**config.mk**
```make
export PLATFORM = sky130hd
export DESIGN_NAME = mem_access_ctrl
export DESIGN_NICKNAME = d
export VERILOG_FILES = /design/src/rtl/mem_access_ctrl.sv
export SDC_FILE = /design/constraint.sdc
export NUM_CORES = 1
export LEC_CHECK = 0
export ABC_AREA = 1
export BUFFER_PORTS_ARGS = -buffer_cell sky130_fd_sc_hd__buf_2
export CAP_MARGIN = 20
export CORE_ASPECT_RATIO = 0.75
export CORE_MARGIN = 4
export CORE_UTILIZATION = 40
export DETAILED_ROUTE_END_ITERATION = 12
export PLACE_DENSITY = 0.66
export SETUP_SLACK_MARGIN = 0.2
export SLEW_MARGIN = 40
export SYNTH_ARGS = -nofsm -noshare
export SYNTH_HDL_FRONTEND = slang
export SYNTH_SLANG_ARGS = --single-unit
```
**constraint.sdc**
```tcl
create_clock -name clk -period 1.7 [get_ports clk]
set_input_delay 0.34 -clock clk [delete_from_list [all_inputs] [get_ports clk]]
set_output_delay 0.34 -clock clk [all_outputs]
set_load 0.1 [all_outputs]
```
**src/rtl/mem_access_ctrl.sv**
```systemverilog
// mem_access_ctrl
// Initiator-side controller for a 256x8 synchronous-write memory. It takes
// byte read/write requests over a valid/ready handshake and drives the memory
// port. Read data goes back as a backpressured response stream, with
// incrementing read bursts of 1-4 beats for multi-byte instruction fetch.
// Every output comes straight from a flop, so no input reaches an output
// combinationally.

module mem_access_ctrl (
    input  logic       clk,
    input  logic       rst,
    input  logic       req_valid,
    output logic       req_ready,
    input  logic       req_we,
    input  logic [7:0] req_addr,
    input  logic [7:0] req_wdata,
    input  logic [1:0] req_len,
    output logic       rsp_valid,
    input  logic       rsp_ready,
    output logic [7:0] rsp_data,
    output logic       rsp_last,
    output logic       wr_done,
    output logic       busy,
    output logic       mem_we,
    output logic [7:0] mem_addr,
    output logic [7:0] mem_d_i,
    input  logic [7:0] mem_d_o
);

    typedef enum logic [2:0] {
        ST_IDLE    = 3'd0,
        ST_WR      = 3'd1,
        ST_RD_ADDR = 3'd2,
        ST_RD_DATA = 3'd3,
        ST_RSP     = 3'd4
    } state_t;

    state_t     state_r;
    logic [7:0] addr_r;       // current beat address, also drives mem_addr
    logic [1:0] cnt_r;        // beats remaining after the current one
    logic [7:0] wdata_r;      // last latched write data, drives mem_d_i
    logic       req_ready_r;
    logic       busy_r;
    logic       rsp_valid_r;
    logic [7:0] rsp_data_r;
    logic       rsp_last_r;
    logic       wr_done_r;
    logic       mem_we_r;

    logic       accept_s;     // request handshake completes this edge
    logic       beat_take_s;  // response beat handshake completes this edge
    logic       more_s;       // burst has beats left after the current one

    // Handshake qualifiers derived from registered state and the inputs.
    always_comb begin
        accept_s    = 1'b0;
        beat_take_s = 1'b0;
        more_s      = 1'b0;
        if (state_r == ST_IDLE) begin
            accept_s = req_valid & req_ready_r;
        end else begin
            accept_s = 1'b0;
        end
        if (state_r == ST_RSP) begin
            beat_take_s = rsp_ready;
        end else begin
            beat_take_s = 1'b0;
        end
        if (cnt_r != 2'd0) begin
            more_s = 1'b1;
        end else begin
            more_s = 1'b0;
        end
    end

    // Controller FSM: sequences the memory port and owns every registered output.
    always_ff @(posedge clk or posedge rst) begin
        if (rst) begin
            state_r     <= ST_IDLE;
            addr_r      <= 8'h00;
            cnt_r       <= 2'd0;
            wdata_r     <= 8'h00;
            req_ready_r <= 1'b1;
            busy_r      <= 1'b0;
            rsp_valid_r <= 1'b0;
            rsp_data_r  <= 8'h00;
            rsp_last_r  <= 1'b0;
            wr_done_r   <= 1'b0;
            mem_we_r    <= 1'b0;
        end else begin
            // wr_done is a single-cycle pulse; only the WR exit raises it.
            wr_done_r <= 1'b0;
            case (state_r)
                ST_IDLE: begin
                    if (accept_s) begin
                        addr_r      <= req_addr;
                        req_ready_r <= 1'b0;
                        busy_r      <= 1'b1;
                        if (req_we) begin
                            // Writes are always single-beat; the length field is ignored.
                            cnt_r    <= 2'd0;
                            wdata_r  <= req_wdata;
                            mem_we_r <= 1'b1;
                            state_r  <= ST_WR;
                        end else begin
                            cnt_r    <= req_len;
                            mem_we_r <= 1'b0;
                            state_r  <= ST_RD_ADDR;
                        end
                    end else begin
                        req_ready_r <= 1'b1;
                        busy_r      <= 1'b0;
                        mem_we_r    <= 1'b0;
                        state_r     <= ST_IDLE;
                    end
                end
                ST_WR: begin
                    // The memory commits on the edge that leaves this state.
                    mem_we_r    <= 1'b0;
                    wr_done_r   <= 1'b1;
                    req_ready_r <= 1'b1;
                    busy_r      <= 1'b0;
                    state_r     <= ST_IDLE;
                end
                ST_RD_ADDR: begin
                    // Address has been stable one cycle; a registered-read
                    // memory presents its data during RD_DATA.
                    state_r <= ST_RD_DATA;
                end
                ST_RD_DATA: begin
                    rsp_data_r  <= mem_d_o;
                    rsp_valid_r <= 1'b1;
                    rsp_last_r  <= ~more_s;
                    state_r     <= ST_RSP;
                end
                ST_RSP: begin
                    if (beat_take_s) begin
                        rsp_valid_r <= 1'b0;
                        rsp_last_r  <= 1'b0;
                        if (more_s) begin
                            // Next beat: address wraps naturally at 8 bits.
                            cnt_r   <= cnt_r - 2'd1;
                            addr_r  <= addr_r + 8'd1;
                            state_r <= ST_RD_ADDR;
                        end else begin
                            req_ready_r <= 1'b1;
                            busy_r      <= 1'b0;
                            state_r     <= ST_IDLE;
                        end
                    end else begin
                        // Stalled: hold the beat and leave the memory quiet.
                        state_r <= ST_RSP;
                    end
                end
                default: begin
                    // Unreachable encoding: fall back to a safe idle state.
                    state_r     <= ST_IDLE;
                    cnt_r       <= 2'd0;
                    req_ready_r <= 1'b1;
                    busy_r      <= 1'b0;
                    rsp_valid_r <= 1'b0;
                    rsp_last_r  <= 1'b0;
                    mem_we_r    <= 1'b0;
                end
            endcase
        end
    end

    assign req_ready = req_ready_r;
    assign busy      = busy_r;
    assign rsp_valid = rsp_valid_r;
    assign rsp_data  = rsp_data_r;
    assign rsp_last  = rsp_last_r;
    assign wr_done   = wr_done_r;
    assign mem_we    = mem_we_r;
    assign mem_addr  = addr_r;
    assign mem_d_i   = wdata_r;

endmodule

```
==> summary.md, run 1 <==
| Metric | Value |
|---|---|
| Area share of the leading cell type in the synthesized netlist | `approximately half` |
| Worst path top cell family by delay | `buffers and inverters` |
| Detailed-placement wirelength estimate | `about 2900 um` |
| Setup repair after global routing missed its margin | `no` |
| Count of final setup violators | `0` |
| Number of hold buffers added after CTS | `0` |
| Required @ worst endpoint | `1.36 ns` |
| Count of buffers from port buffering | `60` |
| Clock insertion delay at the later pin of the skew report | `between 0.2 and 0.3 ns` |
| Routing usage on met3 | `5.84%` |
| Final-report hold violation count | `0` |
| Total Routed Length | `just over 4000 um` |
| Seq cells post-synth | `35` |
| Global-route wire length before repair | `between 6000 and 7000 um` |
| Top area cells in the synthesized netlist | `sky130_fd_sc_hd__dfrtp_1 (49%), sky130_fd_sc_hd__nand2_1 (18%), sky130_fd_sc_hd__nand3_1 (6.3%)` |
| Clk sink count | `35` |
| Met2 capacity usage during global routing | `between 20% and 30%` |
| Final max-slew violation count | `0` |
| First-pass iteration count of the detailed router | `4` |
| Kind of path behind the tightest hold check | `in -> async` |
| Largest fanout on the critical path | `5` |
| Die Outline Area | `about 5500 sq um` |
| Total of warnings raised by yosys | `0` |
| Most frequent cell after synthesis | `sky130_fd_sc_hd__nand2_1` |
| Setup slack, reg-to-reg | `approximately 0.3 ns` |
| DR WL/cell | `between 10 and 15 um` |
| Share of synthesized flip-flops with an asynchronous set or reset | `100%` |
| Relative slew slack | `roughly 67%` |
| Number of H-tree levels | `2` |
| Maximum root-to-sink buffer count | `2` |
| Crit Path Class | `reg -> out` |
| RePlAce Congestion | `~0.86` |
| Number of core rows | `20` |
| Number of vias per cell after detailed routing | `approximately 4.7` |
| Number of standard cells in the final layout excluding fillers | `330` |
| Cell taking the most area after synthesis | `sky130_fd_sc_hd__dfrtp_1` |
| Post-CTS clock slew at the launch and capture registers of the worst setup and hold paths | `~0.080 ns` |
| Sum of negative setup slack | `0 ns` |
| Avg Synthesized Cell Area | `approximately 8.4 sq um` |
| Post-synthesis net count | `~240` |
| Count of flip-flops with a built-in enable after synthesis | `0` |
| DR DRC count | `0` |
| Worst path slowest cell | `sky130_fd_sc_hd__buf_2` |
| Slowest stage delay, CP | `0.43 ns` |
| Critical path startpoint category | `register` |
| FF-to-FF Start | `state_r[1]` |
| Final net count | `around 300` |
| Sequential fraction of the synthesis area | `between 50 and 60%` |
| Synthesis-to-finish area growth | `31.1%` |
| Total routing usage reported by global routing | `14.8%` |
| Buffer and inverter count on the worst path | `1` |
| Post-placement cell count | `320` |
| Number of max-capacitance violations reported | `0` |
| Gate Count Post-Synth | `approximately 210` |
| Kind of end point of the critical path | `output pin` |
| Count of pins on the block boundary | `a little over 60` |
| Final period util | `between 80% and 90%` |
| Layout Skew | `between 0.007 and 0.008 ns` |
| Total vias in the final route | `1541` |
| Top post-synthesis cells by count | `sky130_fd_sc_hd__nand2_1 (83), sky130_fd_sc_hd__dfrtp_1 (34), sky130_fd_sc_hd__nand3_1 (22)` |
| Die outline width | `between 80 and 90 um` |
| Via count of the first global-routing pass | `around 1400` |
| Path depth of the worst reg2reg path | `8` |
| Initial standard-cell utilization of the core | `42.0%` |
| Ordered cell list for the critical path | `buf_2` |
| Crit path setup slack, layout | `0.247 ns` |
| Core outline area | `4130 sq um` |
| Number of nets with antenna violations after detailed routing | `0` |
| Total overflow reported by the global router | `0` |
| Diodes inserted | `0` |
| Distinct cell type count of the synthesized netlist | `23` |
| Most heavily used metal layer in global routing | `met2` |
| DRT iter0 DRCs | `49` |
| Post-layout min period | `1.45 ns` |
| Worst Hold Slack | `0.134 ns` |
| Synth Flop Type | `sky130_fd_sc_hd__dfrtp_1` |
| Clk root buf | `sky130_fd_sc_hd__clkbuf_8` |
| Met1 Resource Use GR | `approximately a fifth` |
| Netlist area before placement | `between 1500 and 2000 sq um` |
| Die height | `between 60 and 70 um` |
| Number of clock buffers inserted by TritonCTS | `5` |
| Initial antenna violation count | `0` |
| End of the worst register-to-register path | `busy` |
| Post-Place Worst Slack | `0.154 ns` |
| Clock tree from TritonCTS | `built` |
| Worst slew pin tran | `just under 0.5 ns` |
| Run status | `complete, no violations` |
| Worst EP arrival | `roughly 1.1 ns` |
| Maximum clock frequency | `0.688 GHz` |
| Proportion of layout cells with a drive suffix above 1 | `38.9%` |
| Largest net degree at the start of global routing | `36` |
[final cells by class]
type | instances | area [sq um]
clock inverters | 3 | 20.0
clock buffers | 5 | 68.8
well taps | 55 | 68.8
fillers | 400 | 1850
inverters | 18 | 70.1
multi-input cells | 149 | 774
repair buffers | 65 | 378
flip-flops and latches | 35 | 896
[per-layer routing]
metal  wire length, um  up-vias
li1                  -      792
met1              1820      707
met2              1900       39
met3               295        3
met4                23        0
met5                 0        -
[placed cells by master, fill, tap and decap left out]
master                       Yosys  routed
sky130_fd_sc_hd__nor2_1          7       7
sky130_fd_sc_hd__nor3_1          1       1
sky130_fd_sc_hd__inv_4           0       1
sky130_fd_sc_hd__dfstp_4         0       1
sky130_fd_sc_hd__ha_1            2       2
sky130_fd_sc_hd__dfrtp_1        34      26
sky130_fd_sc_hd__nand3_2         2       3
sky130_fd_sc_hd__nand2_1        83      82
sky130_fd_sc_hd__nand3_1        22      21
sky130_fd_sc_hd__clkinvlp_4      0       2
sky130_fd_sc_hd__buf_12          0       2
sky130_fd_sc_hd__nand2_2         3       4
sky130_fd_sc_hd__nand3_4         0       1
sky130_fd_sc_hd__o22ai_1         2       2
sky130_fd_sc_hd__o21ai_1         6       6
sky130_fd_sc_hd__nor2_4          1       1
sky130_fd_sc_hd__inv_2           2       2
sky130_fd_sc_hd__clkbuf_4        0       2
sky130_fd_sc_hd__o211ai_1        2       2
sky130_fd_sc_hd__buf_2           0      54
sky130_fd_sc_hd__clkbuf_8        0       5
sky130_fd_sc_hd__clkinv_2        0       1
sky130_fd_sc_hd__mux2_2          2       2
sky130_fd_sc_hd__o21ai_0         4       4
sky130_fd_sc_hd__dfrtp_2         0       6
sky130_fd_sc_hd__dfrtp_4         0       2
sky130_fd_sc_hd__or2_2           1       1
sky130_fd_sc_hd__mux2_4          6       6
sky130_fd_sc_hd__nor2_2          4       4
sky130_fd_sc_hd__buf_4           2       7
sky130_fd_sc_hd__inv_1          16      15
[kinds of logic after synthesis]
kind of cell	after synthesis	synth area share, %
AND/OR/NAND/NOR	124	30.8
flip-flops	35	50.5
buffers and inverters	23	6.27
AO/OA/AOI/OAI	14	4.47
multiplexers	8	6.49
adder cells (fa/ha/maj)	2	1.44
[per-stage QoR]
step | utilization (%) | instance area, sq um
floorplan | - | 1760
global placement | 51.5 | 2130
detailed placement | 51.5 | 2130
CTS | 54.1 | 2230
global route | 55.1 | 2280
finish | 55.1 | 2280
[registers in the layout (all words and copies together), names as in the netlist]
register	count
mem_addr	8
mem_d_i	8
rsp_data	8
state_r	3
cnt_r	2
busy	1
mem_we	1
req_ready	1
rsp_last	1
rsp_valid	1
wr_done	1
[worst max-delay path by stage]
stage / slack (ns) / start / cells past startpoint / to
2_1_floorplan: 0.22 / mem_addr[0] / 6 / mem_addr[2]
3_3_place_gp: 0.24 / cnt_r[0] / 9 / mem_addr[0]
3_5_place_dp: 0.15 / cnt_r[0] / 9 / mem_addr[0]
4_1_cts: 0.21 / mem_addr[2] / 1 / mem_addr[2]
5_1_grt: 0.20 / mem_addr[7] / 1 / mem_addr[7]
6_report: 0.25 / mem_addr[5] / 1 / mem_addr[5]
[repair_timing]
item | in CTS | in global routing
setup buffers | 0 | 1
resized for setup | 5 | 5
pin swaps | 0 | 2
gates cloned | 0 | 1
endpoints found under the setup margin | 8 | 15
Power of run 1 is left out: the tool's default activity adds up to more than one toggle a clock period on the data nets, which glitch-free logic cannot reach.
==> run 2, diff against run 1 <==
- REMOVE_ABC_BUFFERS: unset -> 1
==> run 2 against run 1 <==
Clock-buffer cell count grew 1; via count shrank 0.52%; wire length is 2.3% lower; critical path depth unchanged; flip-flop and latch count did not move; first-iteration DRC count is 43% higher; hold slack improved by 0.0094 ns; design area decreased by 0.33%; core utilization shrank 0.18 points; die area unchanged; register-to-register slack worse by 0.02 ns; critical path type unchanged.
==> summary.md, run 2 (synthesis results as in run 1) <==
| Metric | Value |
|---|---|
| Critical path startpoint category | `register` |
| Proportion of layout cells with a drive suffix above 1 | `36.0% (-2.9 points)` |
| FF+latch area | `877 sq um (-2.1%)` |
| Post-Place Worst Slack | `0.176 ns (+0.0220 ns)` |
| Post-layout min period | `1.44 ns (-0.00972 ns)` |
| Layout Skew | `0.00173 ns (-0.00576 ns)` |
| Maximum clock frequency | `0.693 GHz (+0.67%)` |
| Global-route wire length before repair | `6350 um (-1.7%)` |
| Worst EP arrival | `1.10 ns (about the same)` |
| Crit Path Class | `reg -> out` |
| Initial antenna violation count | `0 (unchanged)` |
| Placement-stage cell area | `2090 sq um (-1.6%)` |
| Worst path top cell family by delay | `flip-flops` |
| Ordered cell list for the critical path | `buf_4` |
| Number of clock buffers inserted by TritonCTS | `5 (unchanged)` |
| Count of pins on the block boundary | `61 (unchanged)` |
| Setup repair after global routing missed its margin | `no` |
| Final-report hold violation count | `0 (unchanged)` |
| Fin util | `54.9% (-0.18 points)` |
| Fill cell instance count of the final layout | `395 (-1.3%)` |
| Most frequent standard cell in the layout excluding fill and tap cells | `sky130_fd_sc_hd__nand2_1` |
| Total vias in the final route | `1533 (-0.52%)` |
| Largest net degree at the start of global routing | `36 (unchanged)` |
| Maximum root-to-sink buffer count | `2 (unchanged)` |
| Total routing usage reported by global routing | `14.5% (-0.33 points)` |
| Core outline area | `4130 sq um (unchanged)` |
| Setup slack, reg-to-reg | `0.28 ns (-0.02 ns)` |
| Number of core rows | `20 (unchanged)` |
| Number of vias per cell after detailed routing | `4.65 (-0.52%)` |
| DR WL/cell | `12.0 um (-2.3%)` |
| DR DRC count | `0 (unchanged)` |
| Via count of the first global-routing pass | `1457 (+1.0%)` |
| Detailed-placement wirelength estimate | `2850 um (-3.0%)` |
| Count of buffers from port buffering | `60 (unchanged)` |
| Final max-slew violation count | `0 (unchanged)` |
| Crit. Startpoint | `req_ready` |
| First-pass iteration count of the detailed router | `5 (+1)` |
| Total Routed Length | `3950 um (-2.3%)` |
| Total overflow reported by the global router | `0 (unchanged)` |
| Die height | `65.0 um (unchanged)` |
| Count of final setup violators | `0 (unchanged)` |
| RePlAce Congestion | `0.817 (-4.6%)` |
| Number of max-capacitance violations reported | `0 (unchanged)` |
| Diodes inserted | `0 (unchanged)` |
| DRT iter0 DRCs | `70 (+43%)` |
| FF-to-FF Start | `state_r[1]` |
| Crit path setup slack, layout | `0.257 ns (+0.00972 ns)` |
| Largest fanout on the critical path | `3 (-2)` |
| Synthesis-to-finish area growth | `30.7%` |
| Run status | `complete, no violations` |
| Clk sink count | `35 (unchanged)` |
| Die Outline Area | `5470 sq um (unchanged)` |
| Number of nets with antenna violations after detailed routing | `0 (unchanged)` |
| Relative slew slack | `67.0% (-0.46 points)` |
| Clk root buf | `sky130_fd_sc_hd__clkbuf_8` |
| Kind of path behind the tightest hold check | `in -> async` |
| Slowest stage delay, CP | `0.54 ns (+0.11 ns)` |
| Final period util | `84.9% (-0.57 points)` |
| Required @ worst endpoint | `1.36 ns (about the same)` |
| Clock tree from TritonCTS | `built` |
| Die outline width | `84.1 um (unchanged)` |
| Final std cell area, no fill | `2270 sq um (-0.33%)` |
| Clock insertion delay at the later pin of the skew report | `0.28 ns (about the same)` |
| Worst slew pin tran | `0.498 ns (+0.00698 ns)` |
| Area of the multi-input gates | `787 sq um (+1.6%)` |
| Post-CTS clock slew at the launch and capture registers of the worst setup and hold paths | `0.07 ns (about the same)` |
| Number of hold buffers added after CTS | `0 (unchanged)` |
| Buffer and inverter count on the worst path | `1 (unchanged)` |
| Kind of end point of the critical path | `output pin` |
| Final net count | `308 (+0.33%)` |
| Number of H-tree levels | `2 (unchanged)` |
| Worst path slowest cell | `sky130_fd_sc_hd__dfstp_2` |
| Initial standard-cell utilization of the core | `42.0% (unchanged)` |
| Commonest cells after routing, fill and taps aside | `sky130_fd_sc_hd__nand2_1 (83), sky130_fd_sc_hd__buf_2 (52), sky130_fd_sc_hd__dfrtp_1 (34)` |
[run 2: repair_timing]
| action | CTS | global route |
|---|---|---|
| buffers inserted | 0 | 2 |
| endpoints found under the setup margin | 9 | 15 |
| pin swaps | 0 | 1 |
| hold endpoints to repair | 0 | 0 |
| gates cloned | 0 | 1 |
| gates resized for setup | 5 | 10 |
[run 2: tightest hold or removal path: stages]
cell	delay (ns)
sky130_fd_sc_hd__buf_2	0.09
sky130_fd_sc_hd__inv_1	0.04
sky130_fd_sc_hd__buf_4	0.38
[run 2: stage by stage]
stage | hold WS, ns | setup TNS, ns | cells
final | 0.143 | 0 | 330
after global routing | 0.192 | 0 | 330
after CTS | 0.158 | 0 | 327
after detailed placement | 0.457 | 0 | 320
after global placement | 0.452 | 0 | 320
after floorplan | 0.449 | -1.00 | 201
[run 2: area by class of cell]
type / count / share of cell area [%]
Sequential cell: 35 / 38.7
Multi-Input combinational cell: 149 / 34.7
Timing Repair Buffer: 66 / 16.7
Clock buffer: 6 / 3.64
Inverter: 18 / 3.09
Tap cell: 55 / 3.03
Clock inverter: 1 / 0.221
[run 2: final timing paths]
kind,end,cells past startpoint
max,req_ready,1
min,mem_d_i[6],3
max reg2reg,mem_d_i[2],7
min reg2reg,mem_d_i[5],2
max in group asynchronous,req_ready,3
min in group clk,mem_d_i[4],3
[run 2: routing by layer]
metal | global-route usage, % | wire (um) | up-vias
met5 | 0 | 0 | -
met4 | 5.02 | 40 | 0
met3 | 3.81 | 285 | 5
met2 | 22.0 | 1690 | 53
met1 | 19.9 | 1930 | 679
li1 | - | - | 796
Power of run 2 is left out for the same reason.
==> run 3, diff against run 2 <==
- clock period: 1.7 -> 1.4 ns (I/O delays scaled with it)
==> run 3 against run 2 <==
The run now ends with setup timing left; die area unchanged; critical path depth up 6; sequential share of layout area down 11 points; flip-flop and latch count unchanged; design area up 39%; wire length up 44%; hold slack better by 0.060 ns; first-iteration DRC count up 14%; non-clock buffer count up 30; via count up 19%; final cell count up 9.4%; register-to-register slack worse by 0.31 ns.
==> summary.md, run 3 (synthesis results as in run 1) <==
| Metric | Value |
|---|---|
| Run status | `finished with violations` |
| Violations in the final reports | `setup timing` |
| Final-report hold violation count | `0 (unchanged)` |
| Setup slack, reg-to-reg | `-0.03 ns (-0.31 ns)` |
| Commonest cells after routing, fill and taps aside | `sky130_fd_sc_hd__nand2_1 (71), sky130_fd_sc_hd__buf_2 (30), sky130_fd_sc_hd__dfrtp_1 (27)` |
| Maximum root-to-sink buffer count | `2 (unchanged)` |
| DR DRC count | `0 (unchanged)` |
| Number of H-tree levels | `2 (unchanged)` |
| Detailed-placement wirelength estimate | `3020 um (+5.9%)` |
| Count of buffers from port buffering | `60 (unchanged)` |
| Worst slew pin tran | `0.437 ns (-0.0615 ns)` |
| Crit Path Class | `reg -> reg` |
| Initial antenna violation count | `0 (unchanged)` |
| Final net count | `339 (+10%)` |
| Via count of the first global-routing pass | `1918 (+32%)` |
| Die Outline Area | `5470 sq um (unchanged)` |
| Synthesis-to-finish area growth | `82.0%` |
| Cell seen most often among critical-path stages | `sky130_fd_sc_hd__buf_6` |
| Crit. Startpoint | `req_ready` |
| Post-layout min period | `around 1.4 ns` |
| Ordered cell list for the critical path | `buf_6 > nand2_4 > buf_6 > nor2_4 > buf_6 > nand3_1 > nand2_1` |
| RePlAce Congestion | `0.833 (+2.0%)` |
| FF-to-FF Start | `req_ready` |
| Die outline width | `84.1 um (unchanged)` |
| First-pass iteration count of the detailed router | `4 (-1)` |
| Clk sink count | `35 (unchanged)` |
| Number of max-capacitance violations reported | `0 (unchanged)` |
| Largest net degree at the start of global routing | `27 (-25%)` |
| Die height | `65.0 um (unchanged)` |
| Final max-slew violation count | `0 (unchanged)` |
| Hold depth | `3` |
| Final period util | `102%` |
| Total overflow reported by the global router | `0 (unchanged)` |
| End of the worst register-to-register path | `mem_d_i[7]` |
| Crit path setup slack, layout | `-0.0336 ns (-0.290 ns)` |
| Proportion of layout cells with a drive suffix above 1 | `52.9% (+17 points)` |
| Number of core rows | `20 (unchanged)` |
| Number of vias per cell after detailed routing | `5.05 (+8.6%)` |
| Initial standard-cell utilization of the core | `42.0% (unchanged)` |
| Hold Path End | `mem_d_i[0]` |
| Fill cell instance count of the final layout | `265 (-33%)` |
| Clock tree from TritonCTS | `built` |
| DR WL/cell | `15.7 um (+32%)` |
| Critical path startpoint category | `register` |
| Kind of end point of the critical path | `register` |
| Slowest stage delay, CP | `0.55 ns (about the same)` |
| Layout Skew | `0.00650 ns (+0.00477 ns)` |
| Count of pins on the block boundary | `61 (unchanged)` |
| Post-CTS clock slew at the launch and capture registers of the worst setup and hold paths | `0.07 ns (about the same)` |
| Core outline area | `4130 sq um (unchanged)` |
| DRT iter0 DRCs | `80 (+14%)` |
| Clock insertion delay at the later pin of the skew report | `0.29 ns (about the same)` |
| Total Routed Length | `5680 um (+44%)` |
| Number of nets with antenna violations after detailed routing | `0 (unchanged)` |
| Path depth of the worst reg2reg path | `7 (unchanged)` |
| Number of clock buffers inserted by TritonCTS | `5 (unchanged)` |
| Worst EP arrival | `1.67 ns (+0.57 ns)` |
| Clk root buf | `sky130_fd_sc_hd__clkbuf_8` |
| Worst path slowest cell | `sky130_fd_sc_hd__dfstp_2` |
| Diodes inserted | `0 (unchanged)` |
| Relative slew slack | `70.9% (+3.8 points)` |
| Sum of negative setup slack | `-0.0886 ns (-0.0886 ns)` |
| Setup repair after global routing missed its margin | `yes` |
| Global-route wire length before repair | `9070 um (+43%)` |
| Required @ worst endpoint | `1.63 ns (+0.27 ns)` |
| Most frequent standard cell in the layout excluding fill and tap cells | `sky130_fd_sc_hd__nand2_1` |
| Count of final setup violators | `7 (+7)` |
| Maximum clock frequency | `between 0.6 and 0.7 GHz` |
| Worst hold path startpoint | `req_wdata[0]` |
| Largest fanout on the critical path | `5 (+2)` |
| Total routing usage reported by global routing | `20.8% (+6.4 points)` |
| Total vias in the final route | `1822 (+19%)` |
| Kind of path behind the tightest hold check | `in -> reg` |
-- run 3: cell type report --
cell class	count	area, sq um	area share [%]
inverter	18	80.1	2.53
multi-input combinational	149	950	30.1
timing repair buffer	96	1060	33.7
tap	55	68.8	2.18
clock inverter	2	37.5	1.19
timing repair inverter	1	3.75	0.119
clock buffer	5	68.8	2.18
sequential	35	886	28.0
-- run 3: stage by stage --
step	hold WS (ns)	util, %	instances	cell area, sq um	worst slack [ns]
final	0.203	76.5	361	3160	-0.0336
after detailed placement	0.292	57.1	330	2360	0.0179
after global routing	0.213	76.5	361	3160	-0.0848
after floorplan	0.425	-	201	1690	-0.498
after CTS	0.207	70.8	356	2920	0.0299
after global placement	0.297	57.1	330	2360	0.0646
-- run 3: per-layer routing --
layer	GRT usage [%]	vias up	share of wire, %	wire length, um
li1	-	860	-	-
met1	26.6	860	41	2310
met2	34.7	81	49	2780
met3	5.34	21	6.8	385
met4	6.63	0	3.5	201
met5	0	-	0	0
-- run 3: worst max path at each step --
stage	slack [ns]	to	depth (start not counted)
2_1_floorplan	-0.50	mem_addr[6]	6
3_3_place_gp	0.06	mem_addr[6]	10
3_5_place_dp	0.02	mem_addr[5]	10
4_1_cts	0.03	req_ready	2
5_1_grt	-0.08	mem_d_i[7]	7
6_report	-0.03	mem_d_i[7]	7
-- run 3: what timing repair did --
item                                    4_1_cts  5_1_grt
endpoints found under the hold margin         8        0
gates resized for setup                      91       50
gates cloned                                  5        0
buffers inserted                             13        5
endpoints found under the setup margin       58       60
hold buffers                                  1        0
pin swaps                                    18       12
-- run 3: critical path: cells and delay by family (launching register included) --
family / cells / cell delay, ns
buffers and inverters: 3 / 0.39
DFF: 1 / 0.55
and+or+nand+nor: 4 / 0.42
Power of run 3 is left out for the same reason.
